===== src/rtl/wm_phase_timer.sv =====
// wm_phase_timer: phase duration counting, fill/heat watchdogs, water-level
// debounce and temperature compare feeding the washing-machine controller.
// Optional build macro: WM_PHASE_TIMER_LID_PAUSE_EN freezes WASH/RINSE/SPIN
// timing while sig_Lid_Closed is low.
module wm_phase_timer #(
    parameter int unsigned TICK_DIV     = 50000,
    parameter int unsigned CNT_W        = 16,
    parameter int unsigned FILL_TIMEOUT = 120,
    parameter int unsigned HEAT_TIMEOUT = 300,
    parameter int unsigned WASH_TICKS   = 600,
    parameter int unsigned RINSE_TICKS  = 300,
    parameter int unsigned SPIN_TICKS   = 180,
    parameter int unsigned TEMP_TARGET  = 40,
    parameter int unsigned DB_LEN       = 4
) (
    input  logic             clock,
    input  logic             reset_n,
    input  logic [2:0]       state,
    input  logic             level_Raw,
    input  logic [7:0]       temp_Value,
    input  logic             sig_Lid_Closed,
    output logic             sig_Full,
    output logic             sig_Temperature,
    output logic             sig_Time_Out,
    output logic             sig_Completed,
    output logic             water_Valve,
    output logic             heater_On,
    output logic [CNT_W-1:0] phase_Remaining
);

    localparam int unsigned PRE_W = (TICK_DIV > 1) ? $clog2(TICK_DIV) : 1;
    localparam int unsigned DB_W  = (DB_LEN > 1) ? $clog2(DB_LEN) : 1;

    localparam logic [2:0] ST_FILL  = 3'd2;
    localparam logic [2:0] ST_HEAT  = 3'd3;
    localparam logic [2:0] ST_WASH  = 3'd4;
    localparam logic [2:0] ST_RINSE = 3'd5;
    localparam logic [2:0] ST_SPIN  = 3'd6;

    logic [2:0]       state_q;
    logic [PRE_W-1:0] presc_q, presc_d;
    logic [CNT_W-1:0] cnt_q, cnt_d;
    logic [CNT_W-1:0] limit_c, rem_d;
    logic [DB_W-1:0]  db_q, db_d;
    logic             full_d;
    logic             done_d, tout_d;
    logic             entry_c, tick_c;
    logic             timed_c, watch_c, suppress_c, freeze_c;

    assign entry_c = (state != state_q);
    assign tick_c  = (presc_q == PRE_W'(TICK_DIV - 1));

    // Per-phase limit and classification (timed phase vs. watchdog phase)
    always_comb begin
        limit_c    = '0;
        timed_c    = 1'b0;
        watch_c    = 1'b0;
        suppress_c = 1'b0;
        case (state)
            ST_FILL: begin
                limit_c    = CNT_W'(FILL_TIMEOUT);
                timed_c    = 1'b1;
                watch_c    = 1'b1;
                suppress_c = sig_Full;
            end
            ST_HEAT: begin
                limit_c    = CNT_W'(HEAT_TIMEOUT);
                timed_c    = 1'b1;
                watch_c    = 1'b1;
                suppress_c = sig_Temperature;
            end
            ST_WASH: begin
                limit_c = CNT_W'(WASH_TICKS);
                timed_c = 1'b1;
            end
            ST_RINSE: begin
                limit_c = CNT_W'(RINSE_TICKS);
                timed_c = 1'b1;
            end
            ST_SPIN: begin
                limit_c = CNT_W'(SPIN_TICKS);
                timed_c = 1'b1;
            end
            default: ;
        endcase
    end

`ifdef WM_PHASE_TIMER_LID_PAUSE_EN
    assign freeze_c = timed_c && !watch_c && !sig_Lid_Closed;
`else
    logic unused_lid;
    assign unused_lid = sig_Lid_Closed;
    assign freeze_c   = 1'b0;
`endif

    // Next prescaler/counter values and pulse qualification
    always_comb begin
        presc_d = presc_q;
        cnt_d   = cnt_q;
        done_d  = 1'b0;
        tout_d  = 1'b0;
        if (entry_c) begin
            presc_d = '0;
            cnt_d   = '0;
        end else if (!freeze_c) begin
            presc_d = tick_c ? '0 : presc_q + PRE_W'(1);
            if (!timed_c) begin
                cnt_d = '0;
            end else if (tick_c && (cnt_q < limit_c)) begin
                cnt_d = cnt_q + CNT_W'(1);
                if (cnt_q == limit_c - CNT_W'(1)) begin
                    done_d = !watch_c;
                    tout_d = watch_c && !suppress_c;
                end
            end
        end
        rem_d = timed_c ? (limit_c - cnt_d) : '0;
    end

    // Level debounce: toggle after DB_LEN consecutive disagreeing cycles
    always_comb begin
        db_d   = '0;
        full_d = sig_Full;
        if (level_Raw != sig_Full) begin
            if (db_q == DB_W'(DB_LEN - 1)) begin
                full_d = ~sig_Full;
            end else begin
                db_d = db_q + DB_W'(1);
            end
        end
    end

    // State register and registered outputs
    always_ff @(posedge clock or negedge reset_n) begin
        if (!reset_n) begin
            state_q         <= '0;
            presc_q         <= '0;
            cnt_q           <= '0;
            db_q            <= '0;
            sig_Full        <= 1'b0;
            sig_Temperature <= 1'b0;
            sig_Time_Out    <= 1'b0;
            sig_Completed   <= 1'b0;
            phase_Remaining <= '0;
        end else begin
            state_q         <= state;
            presc_q         <= presc_d;
            cnt_q           <= cnt_d;
            db_q            <= db_d;
            sig_Full        <= full_d;
            sig_Temperature <= (32'(temp_Value) >= TEMP_TARGET);
            sig_Time_Out    <= tout_d;
            sig_Completed   <= done_d;
            phase_Remaining <= rem_d;
        end
    end

    // Actuator requests straight from the phase code and registered sensors
    assign water_Valve = (state == ST_FILL) && !sig_Full;
    assign heater_On   = (state == ST_HEAT) && !sig_Temperature;

endmodule


===== config.mk =====
export PLATFORM = sky130hd
export DESIGN_NAME = wm_phase_timer
export DESIGN_NICKNAME = d
export VERILOG_FILES = /design/src/rtl/wm_phase_timer.sv
export SDC_FILE = /design/constraint.sdc
export NUM_CORES = 1
export LEC_CHECK = 0
export BUFFER_PORTS_ARGS = -buffer_cell sky130_fd_sc_hd__buf_2
export CAP_MARGIN = 20
export CORE_MARGIN = 1.5
export CORE_UTILIZATION = 50
export DETAILED_ROUTE_END_ITERATION = 8
export HOLD_SLACK_MARGIN = 0.08
export PLACE_DENSITY = 0.7
export SLEW_MARGIN = 40
export SYNTH_ARGS = -nofsm -noshare
export SYNTH_HDL_FRONTEND = slang
export SYNTH_SLANG_ARGS = --single-unit

===== constraint.sdc =====
create_clock -name clock -period 8 [get_ports clock]
set_input_delay 0.4 -clock clock [delete_from_list [all_inputs] [get_ports clock]]
set_output_delay 0.4 -clock clock [all_outputs]
set_load 0.005 [all_outputs]

# Yosys cells after proc, flatten, opt, wreduce, memory -nomap -nowiden
# Cells that the tools add are included.
# W data, S select, Z words.
# word_totals
register_bits	57
input_bits	15
out_inout_bits	22
# op_classes
addsub	5
n_lt_le_gt_ge	2
eq_ne	10
n_mux	20
bitwise	1
reduce_logical	12
# ops
operator	count
$mux W16	6
$pmux W10 S4	1
$add A16 B1 Y16 const B	2
$eq A16 B16 Y1	1
$eq A16 B16 Y1 const B	1
$lt A16 B16 Y1	1
$sub A16 B1 Y16 const B	1
$sub A16 B16 Y16	1
$mux W1	10
$eq A3 B3 Y1 const B	3
$ge A8 B6 Y1 const B	1
$eq A3 B2 Y1 const B	2
$reduce_or A5 Y1	1
$logic_and A1 B1 Y1	4
$logic_not A1 Y1	4
$mux W2	2
$reduce_or A2 Y1	2
$ne A3 B3 Y1	1
$add A2 B1 Y2 const B	1
$eq A2 B2 Y1 const B	1
$pmux W1 S2	1
$reduce_and A2 Y1	1
$ne A1 B1 Y1	1
$not A1 Y1	1

# Depth between registers and ports, before layout
# logic_depth
depth_word	10
depth_mapped	29
ltp_nobuf	28

# Worst setup path after synthesis
# Ideal clock, no wire load.
# synth_path
path_type	input -> register
startpoint	input state[1]
endpoint	register phase_Remaining[14]
setup_time_ps	132
arrival_time_ps	4568
required_time_ps	7868
slack_ps	3300
path_stages	25
n_path_buf	2
path_cell_list	buf_2 -> buf_2 -> nand2_1 -> and2_1 -> inv_1 -> nand2_1 -> ha_1 -> a2111oi_0 -> nand3b_1 -> nor2_1 -> nand2_1 -> nor2_1 -> nand2_1 -> xor2_1 -> or2_2 -> ha_1 -> nand2_1 -> o21ai_0 -> a21oi_1 -> o21ai_0 -> a31oi_1 -> nor3_1 -> nand3_1 -> xnor2_1 -> nor2_1
# synth_via
elab_chain_cells	10
word_cells_on_any_way	17
classes_between	add/sub: 1; order compare: 1; eq/ne: 6; mux: 6; reduce/logical: 3
# synth_rtl
element	line	rtl
start, declared	18	input logic [2:0] state,
$eq A3 B2 Y1 / $eq A3 B3 Y1 (equally long branches)	59	case (state)
$reduce_or A2 Y1 (no source line)	n/a	
$pmux W10 S4	59	
$lt A16 B16 Y1	109	end else if (tick_c && (cnt_q < limit_c)) begin
$logic_and A1 B1 Y1	109	
$mux W16	109	
$mux W16	107	if (!timed_c) begin
$mux W16	102	if (entry_c) begin
$sub A16 B16 Y16	117	rem_d = timed_c ? (limit_c - cnt_d) : '0;
$mux W16 (*)	117	
named net rem_d[14]	43	logic [CNT_W-1:0] limit_c, rem_d;
end signal, assigned	154	phase_Remaining <= rem_d;
end, declared	28	output logic [CNT_W-1:0] phase_Remaining
# Mark *: on every way through the listed nets, which the timed path passes. The rest lies on a longest branch.
# A chain may end at the register's enable or synchronous reset.

# Worst setup path in the final report
# Ends and elaborated chain as after synthesis.

==> out/metrics.sh <==
OUTCOME='completed'
SYNTH_AREA_LEADERS='sky130_fd_sc_hd__dfrtp_1, sky130_fd_sc_hd__ha_1, sky130_fd_sc_hd__xnor2_1, sky130_fd_sc_hd__nor2_1, sky130_fd_sc_hd__xor2_1'
WORST_SETUP_PATH_START_KIND='input pin'
HOLD_PATH.CLASS='input pin to async pin'
FINAL.PERIOD_UTILIZATION_PCT=64.1
CTS_HOLD_BUFFERS=0
CRITICAL_PATH_DEPTH=24
POWER_LEAKAGE_nW=1.89
GRT_SETUP_UNREPAIRED='false'
MULTIINPUTGATEAREA_SQ_UM=1930
POWER.INTERNAL_mW=0.543
FINALNETCOUNT=443
SYN_TO_FINAL_GROWTH_PCT=12.8
CLKLATENCYLATEPIN_NS=0.34
REG2REG_SLACK_NS=3.22
SYNTH_TOP_FLOP_CELL='sky130_fd_sc_hd__dfrtp_1'
NUMBER_OF_WARNINGS_REPORTED_IN_THE_YOSYS_SYNTHESIS_LOG=0
REGISTER_AREA_SQ_UM=1430
ASYNC_FLOP_SHARE_PCT=100
LAYOUT.CELLS.MOST_COMMON='sky130_fd_sc_hd__dfrtp_1'
MAX_FREQ_GHz=0.195
STANDARD_CELL_ROW_COUNT=30
PERIOD_MINUS_SLACK_NS=5.13
DIEWIDTH_UM=86.6
ROUTE.FINAL.WIRE_LENGTH_UM=7000
CTS.ROOT.BUFFER_CELL='sky130_fd_sc_hd__clkbuf_8'
TIMING.HOLD.WS_NS=0.196
POST_CTS.REPAIR.SETUP_BUFFERS=0
R2R_DEPTH=19
CRIT_PATH_TOP_DELAY_CELL='sky130_fd_sc_hd__nor2_1'
WIRE_PER_INST_UM=13.8
TRITONCTS='done'
CRITICAL_PATH_REQUIRED_NS=8.22
CRIT_PATH_END='phase_Remaining[14]$_DFF_PN0_'
CTS_HTREE_LEVELS=3
FP.DIEAREA_SQ_UM=7510
NUM_VIAS=2728
WORSTREG2REGSTART='cnt_q[9]$_DFF_PN0_'
GRT_START_MAX_NET_PINS=58
SYNTH-EDFF-COUNT=0
CTS_MADE_BUFFERS=9
CP-STARTPOINT='state[1]'
CTSRESIZECOUNT=0
SYNTHDISTINCTLIBCELLS=55
WORST_PIN_SLEW_NS=0.772
POST_SYNTHESIS_SEQUENTIAL_AREA_RATIO_PCT=40.8
N_ANTENNA_CELL=0
ORDERED_CELL_LIST_FOR_THE_CRITICAL_PATH='buf_2 > nand2_1 > and2_1 > inv_1 > nand2_1 > ha_1 > a2111oi_0 > nand3b_1 > nor2_1 > nand2_1 > nor2_1 > nand2_1 > xor2_1 > or2_2 > ha_1 > nand2_1 > o21ai_0 > a21oi_1 > o21ai_0 > a31oi_1 > nor3_1 > nand3_1 > xnor2_1 > nor2_1'
TIMING.CRITICAL_PATH.TO_TYPE='register'
GLOBAL_ROUTE.OVERFLOW_TOTAL=0
ANTENNA_VIOLATIONS_BEFORE_REPAIR=0
CRITPATHARRIVALTIME_NS=5.35
CLOCK_SINKS=57
SYNTH.AVG_CELL_AREA_SQ_UM=9.33
DETAILEDROUTE.FIRSTITERATIONVIOLATIONS=105
SWITCHINGPOWER_mW=0.187
WIRE_LENGTH_OF_THE_FIRST_GLOBAL_ROUTING_PASS_UM=12100
SETUP_TOTAL_NEGATIVE_SLACK_NS=0
MAX_CAP_VIOLATIONS=0
CRIT_PATH_FREQUENT_CELL='sky130_fd_sc_hd__nand2_1'
FINAL_CELL_MIX='sky130_fd_sc_hd__dfrtp_1, sky130_fd_sc_hd__nor2_1, sky130_fd_sc_hd__buf_2'
DETAILEDROUTE.FIRSTPASSITERATIONCOUNT=5
PORT-BUFFER-COUNT=32
N_FILL_CELL=569
CORE-AREA_SQ_UM=6790
POST-SYNTH-TOP-AREA-CELL='sky130_fd_sc_hd__dfrtp_1'
ROUTABILITYCONGESTION=0.907
NUMBER_OF_INSTANCES_IN_THE_SYNTHESIZED_NETLIST=375
CRITICAL-PATH-TOP-DELAY-FAMILY='simple AND/OR/NAND/NOR gates'
R2R_END='phase_Remaining[14]$_DFF_PN0_'
GRT_PASS1_VIAS=2615
FINALMAXSLEWVIOLATIONS=0
START_UTIL_PCT=51.5
WORST_SETUP_HOLD_PATH_CLK_SLEW_NS=0.07
CRITICAL_PATH_BUF_INV_COUNT=2
CRITICALPATHCATEGORY='input pin to register'
TRACK_USAGE_PCT=20.6
LAYOUT-DRIVE-GT1-SHARE_PCT=17.3
FINALCLOCKSKEW_NS=0.0116
SYNTH.FF_LATCH_COUNT=57
POWER_PER_CELL_AREA_nW_PER_UM2=185
DRC=0
PEAKVDDDROP_mV=0.0947
MAX_TRANSITION_MARGIN_PCT=48.5
SHARE_CLK_OF_TOTAL_POWER_PCT=40.4
FINALSETUPVIOLATIONS=0
WORST_PATH_LARGEST_CELL_DELAY_NS=0.39
CRITICAL_PATH_PEAK_FANOUT=20
SWITCHING_SHARE_PCT=25.6
SYNTH_TOP_CELL_AREA_SHARE_PCT=40.8
SYN-CELL-AREA_SQ_UM=3500
DP_HPWL_UM=4990
SEQUENTIALPOWERSHARE_PCT=43.2
CLOCK_TREE.BUFFER_DEPTH=2
LOGIC_PWR_SHARE_PCT=16.4
IOPINCOUNT=37
ENDPOINTS_FAILING_HOLD=0
DRT-VIAS-PER-INSTANCE=5.39
DETAIL-ROUTE-ANTENNA-NETS=0
DIE_Y_EXTENT_UM=86.6
MAPPEDNETLISTNETS=412
## registers in the layout (all words and copies together), names as in the netlist
register	count
sig_Time_Out	1
phase_Remaining	16
sig_Completed	1
presc_q	16
cnt_q	16
db_q	2
state_q	3
sig_Full	1
sig_Temperature	1
## kinds of logic after synthesis
family / after synthesis / synth area share, %
fa+ha+maj: 22 / 7.87
xor+xnor: 44 / 11.0
compound gates: 47 / 10.5
buf+inv: 38 / 4.18
flops: 57 / 40.8
mux: 5 / 1.61
simple gates: 162 / 24.0
## synth_stat cells (all sizes together) (2+ instances only)
master and count:
a21oi 12, o21ai 9, buf 3, or2 10, nor3 12, nand4 7, mux2 2, nand2b 5
and3 9, inv 24, nor3b 3, nand3b 3, ha 22, nand3 16, o21a 2, a211oi 2
a21o 6, xor2 19, xnor2 25, o31ai 3, nand2 23, dfrtp 57, and2 4, nor4 2
and4bb 2, nor2b 3, clkbuf 11, a31oi 3, and4 2, nor2 55, a2111oi 3, mux2i 3
## area by class of cell
| type | count | share of cell area (%) |
|---|---|---|
| Clock buffer | 12 | 3.68 |
| Clock inverter | 3 | 1.65 |
| Inverter | 24 | 2.28 |
| Multi-Input combinational cell | 280 | 48.8 |
| Sequential cell | 57 | 36.1 |
| Tap cell | 96 | 3.04 |
| Timing Repair Buffer | 34 | 4.44 |
## layer usage
| layer | vias up | wire length (um) | global-route usage (%) |
|---|---|---|---|
| li1 | 1343 | - | - |
| met1 | 1317 | 3320 | 26.8 |
| met2 | 51 | 3230 | 32.0 |
| met3 | 17 | 282 | 5.05 |
| met4 | 0 | 177 | 10.4 |
| met5 | - | 0 | 0 |
## power by group through the flow
stage / logic, mW / clock network [mW] / registers [mW]
2_1_floorplan: 0.0810 / 0 / 0.322
6_report: 0.120 / 0.295 / 0.315
3_3_place_gp: 0.117 / 0 / 0.320
4_1_cts: 0.121 / 0.300 / 0.315
3_5_place_dp: 0.120 / 0 / 0.321
5_1_grt: 0.136 / 0.315 / 0.317
## how the worst min path moves through the flow
stage,slack [ns],endpoint,cells past startpoint
final,0.20,phase_Remaining[13]$_DFF_PN0_,2
after CTS,0.23,presc_q[9]$_DFF_PN0_,2
after global routing,0.25,sig_Temperature$_DFF_PN0_,3
after floorplan,0.10,cnt_q[0]$_DFF_PN0_,0
after global placement,0.43,db_q[0]$_DFF_PN0_,1
after detailed placement,0.45,db_q[0]$_DFF_PN0_,1
## per-stage QoR
stage / utilization [%] / worst slack, ns / cells / instance area [sq um] / power (mW)
3_3_place_gp: 55.0 / 2.64 / 491 / 3740 / 0.437
5_1_grt: 58.1 / 2.30 / 506 / 3950 / 0.768
3_5_place_dp: 55.0 / 2.58 / 491 / 3740 / 0.441
4_1_cts: 58.1 / 2.92 / 506 / 3950 / 0.737
2_1_floorplan: - / 3.30 / 375 / 3500 / 0.403
6_report: 58.1 / 2.87 / 506 / 3950 / 0.730
Power figures use the tool's default switching activity.
